**config.mk**
```make
export PLATFORM = sky130hd
export DESIGN_NAME = lift_ctrl
export DESIGN_NICKNAME = d
export VERILOG_FILES = /design/src/rtl/lift_ctrl.sv
export SDC_FILE = /design/constraint.sdc
export NUM_CORES = 1
export LEC_CHECK = 0
export BUFFER_PORTS_ARGS = -buffer_cell sky130_fd_sc_hd__buf_4
export CORE_MARGIN = 3
export CORE_UTILIZATION = 60
export CTS_CLUSTER_DIAMETER = 100
export CTS_CLUSTER_SIZE = 28
export DETAILED_ROUTE_END_ITERATION = 8
export GPL_TIMING_DRIVEN = 0
export HOLD_SLACK_MARGIN = 0.05
export PLACE_DENSITY = 0.85
export SLEW_MARGIN = 0
export SYNTH_ARGS = -nofsm -noshare
export SYNTH_HDL_FRONTEND = slang
export SYNTH_SLANG_ARGS = --single-unit
```
**constraint.sdc**
```tcl
create_clock -name clk -period 7.1 [get_ports clk]
set_input_delay 1.065 -clock clk [delete_from_list [all_inputs] [get_ports clk]]
set_output_delay 1.065 -clock clk [all_outputs]
set_load 0.005 [all_outputs]
```
**src/rtl/lift_ctrl.sv**
```systemverilog
// -----------------------------------------------------------------------------
// lift_ctrl : lift motion controller and direction source for the UP/dn
// seven-segment display logic.
//
// Latches floor calls, moves the car one floor per FLOOR_TICKS slowref ticks,
// stops at called floors for DOOR_TICKS slowref ticks, and keeps travelling
// in the same direction while calls remain ahead before reversing.
//
// Ports:
//   clk        in   system clock
//   resetb     in   asynchronous active-low reset
//   slowref    in   one-clk-wide timebase tick, synchronous to clk
//   req        in   floor call buttons, bit i = floor i (any pulse width)
//   upsig      out  direction is up (sticky, registered)
//   dnsig      out  direction is down (sticky, registered)
//   moving     out  car travelling between floors
//   floor      out  current floor index (0 = bottom)
//   door_open  out  door open at current floor
//   pending    out  latched, unserved calls
// -----------------------------------------------------------------------------
module lift_ctrl #(
  parameter int NFLOORS     = 4,
  parameter int FW          = 2,
  parameter int FLOOR_TICKS = 4,
  parameter int DOOR_TICKS  = 6
) (
  input  logic               clk,
  input  logic               resetb,
  input  logic               slowref,
  input  logic [NFLOORS-1:0] req,
  output logic               upsig,
  output logic               dnsig,
  output logic               moving,
  output logic [FW-1:0]      floor,
  output logic               door_open,
  output logic [NFLOORS-1:0] pending
);

  localparam int TMAX = (FLOOR_TICKS > DOOR_TICKS) ? FLOOR_TICKS : DOOR_TICKS;
  localparam int TW   = (TMAX > 1) ? $clog2(TMAX) : 1;

  localparam logic [TW-1:0] FLOOR_LAST = TW'(FLOOR_TICKS - 1);
  localparam logic [TW-1:0] DOOR_LAST  = TW'(DOOR_TICKS - 1);
  localparam logic [FW-1:0] TOP_FLOOR  = FW'(NFLOORS - 1);

  typedef enum logic [1:0] {
    IDLE = 2'd0,
    MOVE = 2'd1,
    DOOR = 2'd2
  } state_t;

  state_t             state, state_nx;
  logic [TW-1:0]      timer, timer_nx;
  logic [FW-1:0]      floor_nx;
  logic [NFLOORS-1:0] pending_nx;
  logic               upsig_nx, dnsig_nx;

  logic [NFLOORS-1:0] cur_mask;     // one-hot of the current floor
  logic [NFLOORS-1:0] step_mask;    // one-hot of the floor being approached
  logic [FW-1:0]      step_floor;   // next floor in the current direction
  logic [NFLOORS-1:0] pend_all;     // registered calls plus calls latched now
  logic               cur_hit;      // call button pressed at the current floor
  logic               at_end;       // car already at the end stop it heads for
  logic               ahead_after;  // calls remain beyond step_floor
  logic               above, below; // registered calls relative to floor

  function automatic logic [NFLOORS-1:0] floor_mask(input logic [FW-1:0] f);
    logic [NFLOORS-1:0] m;
    m = '0;
    for (int i = 0; i < NFLOORS; i++) m[i] = (int'(f) == i);
    return m;
  endfunction

  function automatic logic calls_above(input logic [NFLOORS-1:0] v,
                                       input logic [FW-1:0]      f);
    logic r;
    r = 1'b0;
    for (int i = 0; i < NFLOORS; i++) r = r | (v[i] & (i > int'(f)));
    return r;
  endfunction

  function automatic logic calls_below(input logic [NFLOORS-1:0] v,
                                       input logic [FW-1:0]      f);
    logic r;
    r = 1'b0;
    for (int i = 0; i < NFLOORS; i++) r = r | (v[i] & (i < int'(f)));
    return r;
  endfunction

  // Direction of travel in MOVE is carried by upsig; dnsig is its complement
  // whenever the car is moving.
  always_comb begin
    cur_mask    = floor_mask(floor);
    step_floor  = upsig ? (floor + FW'(1)) : (floor - FW'(1));
    step_mask   = floor_mask(step_floor);
    at_end      = upsig ? (floor == TOP_FLOOR) : (floor == '0);
    cur_hit     = |(req & cur_mask);
    // A press at the current floor is served on the spot unless the car is
    // already leaving it, so it is only latched while moving.
    pend_all    = pending | ((state == MOVE) ? req : (req & ~cur_mask));
    ahead_after = upsig ? calls_above(pend_all, step_floor)
                        : calls_below(pend_all, step_floor);
    above       = calls_above(pending, floor);
    below       = calls_below(pending, floor);
  end

  // NOTE: every output of this block gets a default first, so no path
  // through the case statement can leave a latch behind.
  always_comb begin
    state_nx   = state;
    timer_nx   = timer;
    floor_nx   = floor;
    pending_nx = pend_all;
    upsig_nx   = upsig;
    dnsig_nx   = dnsig;

    unique case (state)
      IDLE: begin
        // Decision uses registered pending: a new call moves the car one
        // clk after it has been latched.
        if (cur_hit) begin
          state_nx = DOOR;
          timer_nx = '0;
        end else if ((upsig && above) || (!dnsig && above) || (dnsig && above && !below)) begin
          state_nx = MOVE;
          timer_nx = '0;
          upsig_nx = 1'b1;
          dnsig_nx = 1'b0;
        end else if (below) begin
          state_nx = MOVE;
          timer_nx = '0;
          upsig_nx = 1'b0;
          dnsig_nx = 1'b1;
        end
      end

      MOVE: begin
        if (slowref) begin
          if (timer == FLOOR_LAST) begin
            timer_nx = '0;
            if (at_end) begin
              // Never drive past an end stop; park and re-decide.
              state_nx = IDLE;
            end else begin
              floor_nx = step_floor;
              if (|(pend_all & step_mask)) begin
                pending_nx = pend_all & ~step_mask;
                state_nx   = DOOR;
              end else if (!ahead_after) begin
                state_nx = IDLE;
              end
            end
          end else begin
            timer_nx = timer + TW'(1);
          end
        end
      end

      DOOR: begin
        // A press at this floor restarts the dwell, overriding any tick.
        if (cur_hit) begin
          timer_nx = '0;
        end else if (slowref) begin
          if (timer == DOOR_LAST) begin
            state_nx = IDLE;
            timer_nx = '0;
          end else begin
            timer_nx = timer + TW'(1);
          end
        end
      end

      default: begin
        state_nx = IDLE;
        timer_nx = '0;
      end
    endcase
  end

  // NOTE: state registers use non-blocking assignments so every flop samples
  // the pre-edge values computed above, independent of statement order.
  always_ff @(posedge clk or negedge resetb) begin
    if (!resetb) begin
      state     <= IDLE;
      timer     <= '0;
      floor     <= '0;
      pending   <= '0;
      upsig     <= 1'b0;
      dnsig     <= 1'b0;
      moving    <= 1'b0;
      door_open <= 1'b0;
    end else begin
      state     <= state_nx;
      timer     <= timer_nx;
      floor     <= floor_nx;
      pending   <= pending_nx;
      upsig     <= upsig_nx;
      dnsig     <= dnsig_nx;
      moving    <= (state_nx == MOVE);
      door_open <= (state_nx == DOOR);
    end
  end

endmodule

```
Word-level counts from Yosys, hierarchy flattened
Cells that the tools add are included.
- eq/ne operators: 16
- add/sub/neg operators: 3
- reductions and logical operators: 18
- bitwise gates (word level): 29
- muxes and demuxes: 34
- $lt $le $gt $ge: 12
- operator list (kind ; number):
    2-to-1 mux 2 bit ; 12
    2-to-1 mux 3 bit ; 8
    2-to-1 mux 4 bit ; 6
    AND 4 bit ; 4
    equality test 2 bit (second input constant) ; 7
    AND 1 bit ; 12
    one-hot mux 3 bit (3 select lines) ; 1
    equality test 2 x 1 -> 1 bit (second input constant) ; 4
    greater-than comparator 2 bit (first input constant) ; 4
    zero test 2 bit ; 4
    < comparator 1 x 2 -> 1 bit (first input constant) ; 4
    inverter 4 bit ; 2
    OR 1 bit ; 8
    OR reduction 4 bit ; 2
    2-to-1 mux 1 bit ; 6
    one-hot mux 2 bit (3 select lines) ; 1
    AND reduction 3 bit ; 2
    greater-than comparator 1 x 2 -> 1 bit (first input constant) ; 2
    logical AND 1 bit ; 4
    < comparator 2 bit (first input constant) ; 2
    != test 4 bit (second input constant) ; 1
    OR 4 bit ; 1
    AND reduction 4 bit ; 1
    adder 3 x 1 -> 3 bit (second input constant) ; 1
    other kinds (10) ; 13
- word-level logic and storage cells: 120
- register bits after elaboration: 15

Depth between registers and ports, before layout
- word-level depth: 16
- depth in mapped cells: 10
- gate-level depth less buffers: 8

Least setup slack after synthesis
No wires, ideal clock.
- path kind: register -> register
- from: register floor[0]
- to: register door_open
- period minus slack after synthesis: 2392 ps
- arrival time: 2272 ps
- cell stages (with the launch flop): 10
- setup time: 120 ps
- setup slack: 4708 ps
- cells stage by stage: dfrtp_1 -> buf_2 -> inv_1 -> ha_1 -> buf_4 -> xor2_2 -> a2111oi_2 -> nor4_1 -> o41a_1 -> and3b_1
- word-level cells in the longest chain between the ends: 16
- elaborated cells between the ends (all ways): 73
- classes of those cells: add/sub (2); order compare (12); eq/ne (8); mux (14); bitwise (25); reduce/logical (12)
- ends and longest elaborated chain (element ; RTL line ; text):
    start, declared ; 34 ; output logic [FW-1:0] floor,
    start signal, assigned ; 195 ; floor <= floor_nx;
    parallel branches: the longest is 14 deep, another holds subtractor 2 x 1 -> 2 bit ; n/a ;
    one-hot mux 2 bit (3 select lines) * ; 117 ; unique case (state)
    equality test 2 bit * ; 200 ; door_open <= (state_nx == DOOR);
    end signal, assigned ; 200 ;
    end, declared ; 35 ; output logic door_open,
Every way passes the cells marked *.
A chain may end at the register's enable or synchronous reset.

Worst setup path after layout
Ends and elaborated chain as after synthesis.

==> results.json <==
{
  "status": "complete, no violations",
  "ys_ff_latch": 15,
  "syn_inst": 128,
  "setup_viol": 0,
  "worst_setup_path_start_kind": "flip-flop",
  "post_cts.repair.setup_buffers": 0,
  "antenna_found_initial": 0,
  "port_buffers": 16,
  "pre_cts_slack_ns": 4.41,
  "fin_skew_ns": 0.00491,
  "syn-num-nets": 148,
  "cts-root-buf": "clkbuf_4",
  "p_per_area_nw_per_um2": 218,
  "relSlewSlack_pct": 57.5,
  "avgViaCountPerCell": 6.28,
  "place_area_um2": 1300,
  "coreArea_um2": 1760,
  "synth_seq_area_share_pct": 32.6,
  "die_y_um": 49.8,
  "reg2reg_to": "door_open$_DFF_PN0_",
  "post-route-drc-count": 0,
  "irDropWorstVdd_mv": 0.180,
  "syn2layout_area_growth_pct": 15.5,
  "cts_made_buffers": 3,
  "min_path_type": "reg -> reg",
  "cts_resized": 0,
  "final-hold-violation-count": 0,
  "yosys.area.top_type": "dfrtp_1",
  "maxCapViolCount": 0,
  "synth_enable_flop_cells": 0,
  "antennaDiodeCount": 0,
  "critPathKind": "reg -> reg",
  "cp-endpoint": "door_open$_DFF_PN0_",
  "holdBufCountCts": 0,
  "crit_path_max_fanout": 9,
  "fillCellCount": 140,
  "cts.path.max_buffers": 2,
  "yosys_most_used_dff": "dfrtp_1",
  "grt_max_degree": 16,
  "synth_area_um2": 1150,
  "cp-startpoint": "floor[0]$_DFFE_PN0P_",
  "num_rows": 15,
  "clock_latency_ns": 0.30,
  "hold_start": "timer[1]$_DFFE_PN0P_",
  "p_leak_nw": 0.537,
  "drt-initial-drc-count": 75,
  "start_util_pct": 65.2,
  "r2r_setup_slack_ns": 4.30,
  "grtUsageTotal_pct": 23.9,
  "crit_path_end_kind": "flip-flop",
  "grt_pass1_vias": 1038,
  "synth.avg_cell_area_um2": 8.99,
  "fin_ws_ns": 4.30,
  "routedWlPerCell_um": 15.8,
  "rr_worst_depth": 9,
  "drv_slew": 0,
  "final_area_um2": 1330,
  "dp_hpwl_um": 2050,
  "grt_overflow_total": 0,
  "synth-warning-count": 0,
  "arrival_ns": 3.01,
  "grt_first_pass_wirelength_um": 4550,
  "finalSetupTns_ns": 0,
  "synth_top_area_share_pct": 32.6,
  "rsz0062_at_grt": "no",
  "clock-sinks": 15,
  "finalNetCount": 169,
  "ys_async_sr_fraction_pct": 100,
  "finalPower_mw": 0.290,
  "ant_nets": 0,
  "r2r-start": "floor[0]$_DFFE_PN0P_",
  "drive_gt1_share_pct": 21.6,
  "clkTransAtPathRegs_ns": 0.10,
  "netlist-cell-type-count": 40,
  "cts_tree": "built",
  "firstDrtPassIters": 4,
  "fmax_mhz": 357,
  "dieWidth_um": 49.8,
  "fin_crit_ns": 2.80,
  "gp_congestion": 0.904,
  "path_cells": "buf_2 > inv_1 > ha_1 > buf_4 > xnor2_2 > a2111oi_0 > nor4_1 > o41a_1 > and3b_1",
  "ioPinCount": 17,
  "worst_pin_slew_ns": 0.637,
  "synth_area_leaders": "dfrtp_1, ha_1, a21oi_1",
  "wirelength_um": 2730,
  "slowest_delay_ns": 0.45,
  "dieArea_um2": 2480,
  "slowest_stage": "dfrtp_1",
  "required_ns": 7.30,
  "fin_crit_sh_pct": 39.5,
  "ctsHtreeMaxLevel": 1,
  "dr_total_vias": 1086
}
[worst min-delay path by stage]
| stage | endpoint | cells past startpoint |
|---|---|---|
| floorplan | timer[1]$_DFFE_PN0P_ | 2 |
| global placement | timer[1]$_DFFE_PN0P_ | 2 |
| detailed placement | timer[1]$_DFFE_PN0P_ | 2 |
| CTS | timer[1]$_DFFE_PN0P_ | 2 |
| global route | timer[1]$_DFFE_PN0P_ | 2 |
| finish | timer[1]$_DFFE_PN0P_ | 2 |
[cell type report]
type,count,area [um^2],share of cell area [%]
Inverter,13,48.8,3.67
Timing Repair Buffer,16,120,9.03
Sequential cell,15,375,28.2
Multi-Input combinational cell,97,703,52.9
Buffer,3,23.8,1.79
Clock inverter,1,5.00,0.376
Clock buffer,3,22.5,1.69
Tap cell,25,31.3,2.35
[placed cells by master (no fill, tap or decap), types with 2 or more instances in the layout]
cell type | netlist | final
o221ai_1 | 2 | 2
a31oi_1 | 2 | 2
nor2_1 | 7 | 7
inv_1 | 13 | 13
nand3_1 | 3 | 3
clkbuf_4 | 0 | 3
and2_1 | 2 | 2
o22ai_1 | 2 | 2
nand2_1 | 12 | 12
buf_4 | 1 | 17
a2111oi_2 | 2 | 2
nor3_1 | 3 | 3
o21ai_0 | 6 | 6
nand2b_1 | 5 | 5
nor2b_1 | 3 | 3
a21oi_1 | 11 | 11
and3b_1 | 2 | 2
a2111oi_0 | 2 | 2
ha_1 | 13 | 13
dfrtp_1 | 15 | 15
a22oi_1 | 2 | 2
[metrics by stage]
step | util [%] | hold WS [ns] | instances
6_report | 75.4 | 0.546 | 173
2_1_floorplan | - | 0.475 | 128
5_1_grt | 75.4 | 0.574 | 173
4_1_cts | 75.4 | 0.541 | 173
3_5_place_dp | 73.8 | 0.519 | 169
3_3_place_gp | 73.8 | 0.501 | 169
[layer usage]
metal | global-route usage [%] | up-vias | share of wire [%]
li1 | - | 503 | -
met1 | 31.2 | 509 | 43
met2 | 39.2 | 65 | 46
met3 | 4.23 | 9 | 8.4
met4 | 9.22 | 0 | 2.1
met5 | 0 | - | 0
[kinds of logic after synthesis]
group	after synthesis	synth area share, %
XOR/XNOR	3	3.59
flip-flops	15	32.6
AND/OR/NAND/NOR	42	18.8
AO/OA/AOI/OAI	39	24.6
buffers and inverters	16	6.30
adder cells (fa/ha/maj)	13	14.1
[flip-flops by register name, summed over array words and instances, names as in the netlist]
| signal | flops |
|---|---|
| pending | 4 |
| door_open | 1 |
| moving | 1 |
| state | 2 |
| floor | 2 |
| upsig | 1 |
| dnsig | 1 |
| timer | 3 |
[cells in the mapped netlist, types with 2 or more instances]
cell type,number
a21oi_1,11
and2_1,2
ha_1,13
and3b_1,2
o221ai_1,2
a31oi_1,2
inv_1,13
nand2b_1,5
nor2b_1,3
nor3_1,3
dfrtp_1,15
nor2_1,7
o22ai_1,2
a2111oi_0,2
a2111oi_2,2
o21ai_0,6
nand3_1,3
a22oi_1,2
nand2_1,12
[power by group]
group          leakage [nW]  switching [mW]  internal (mW)
Clock                0.0177          0.0326         0.0210
Sequential            0.169          0.0138          0.100
Combinational         0.351          0.0679         0.0548
[critical path: cells and delay by family (launching register included)]
family | cells | cell delay (ns)
flops | 1 | 0.45
compound gates | 2 | 0.82
xor+xnor | 1 | 0.19
buf+inv | 3 | 0.58
simple gates | 2 | 0.34
fa+ha+maj | 1 | 0.33
(Power assumes the default switching activity.)
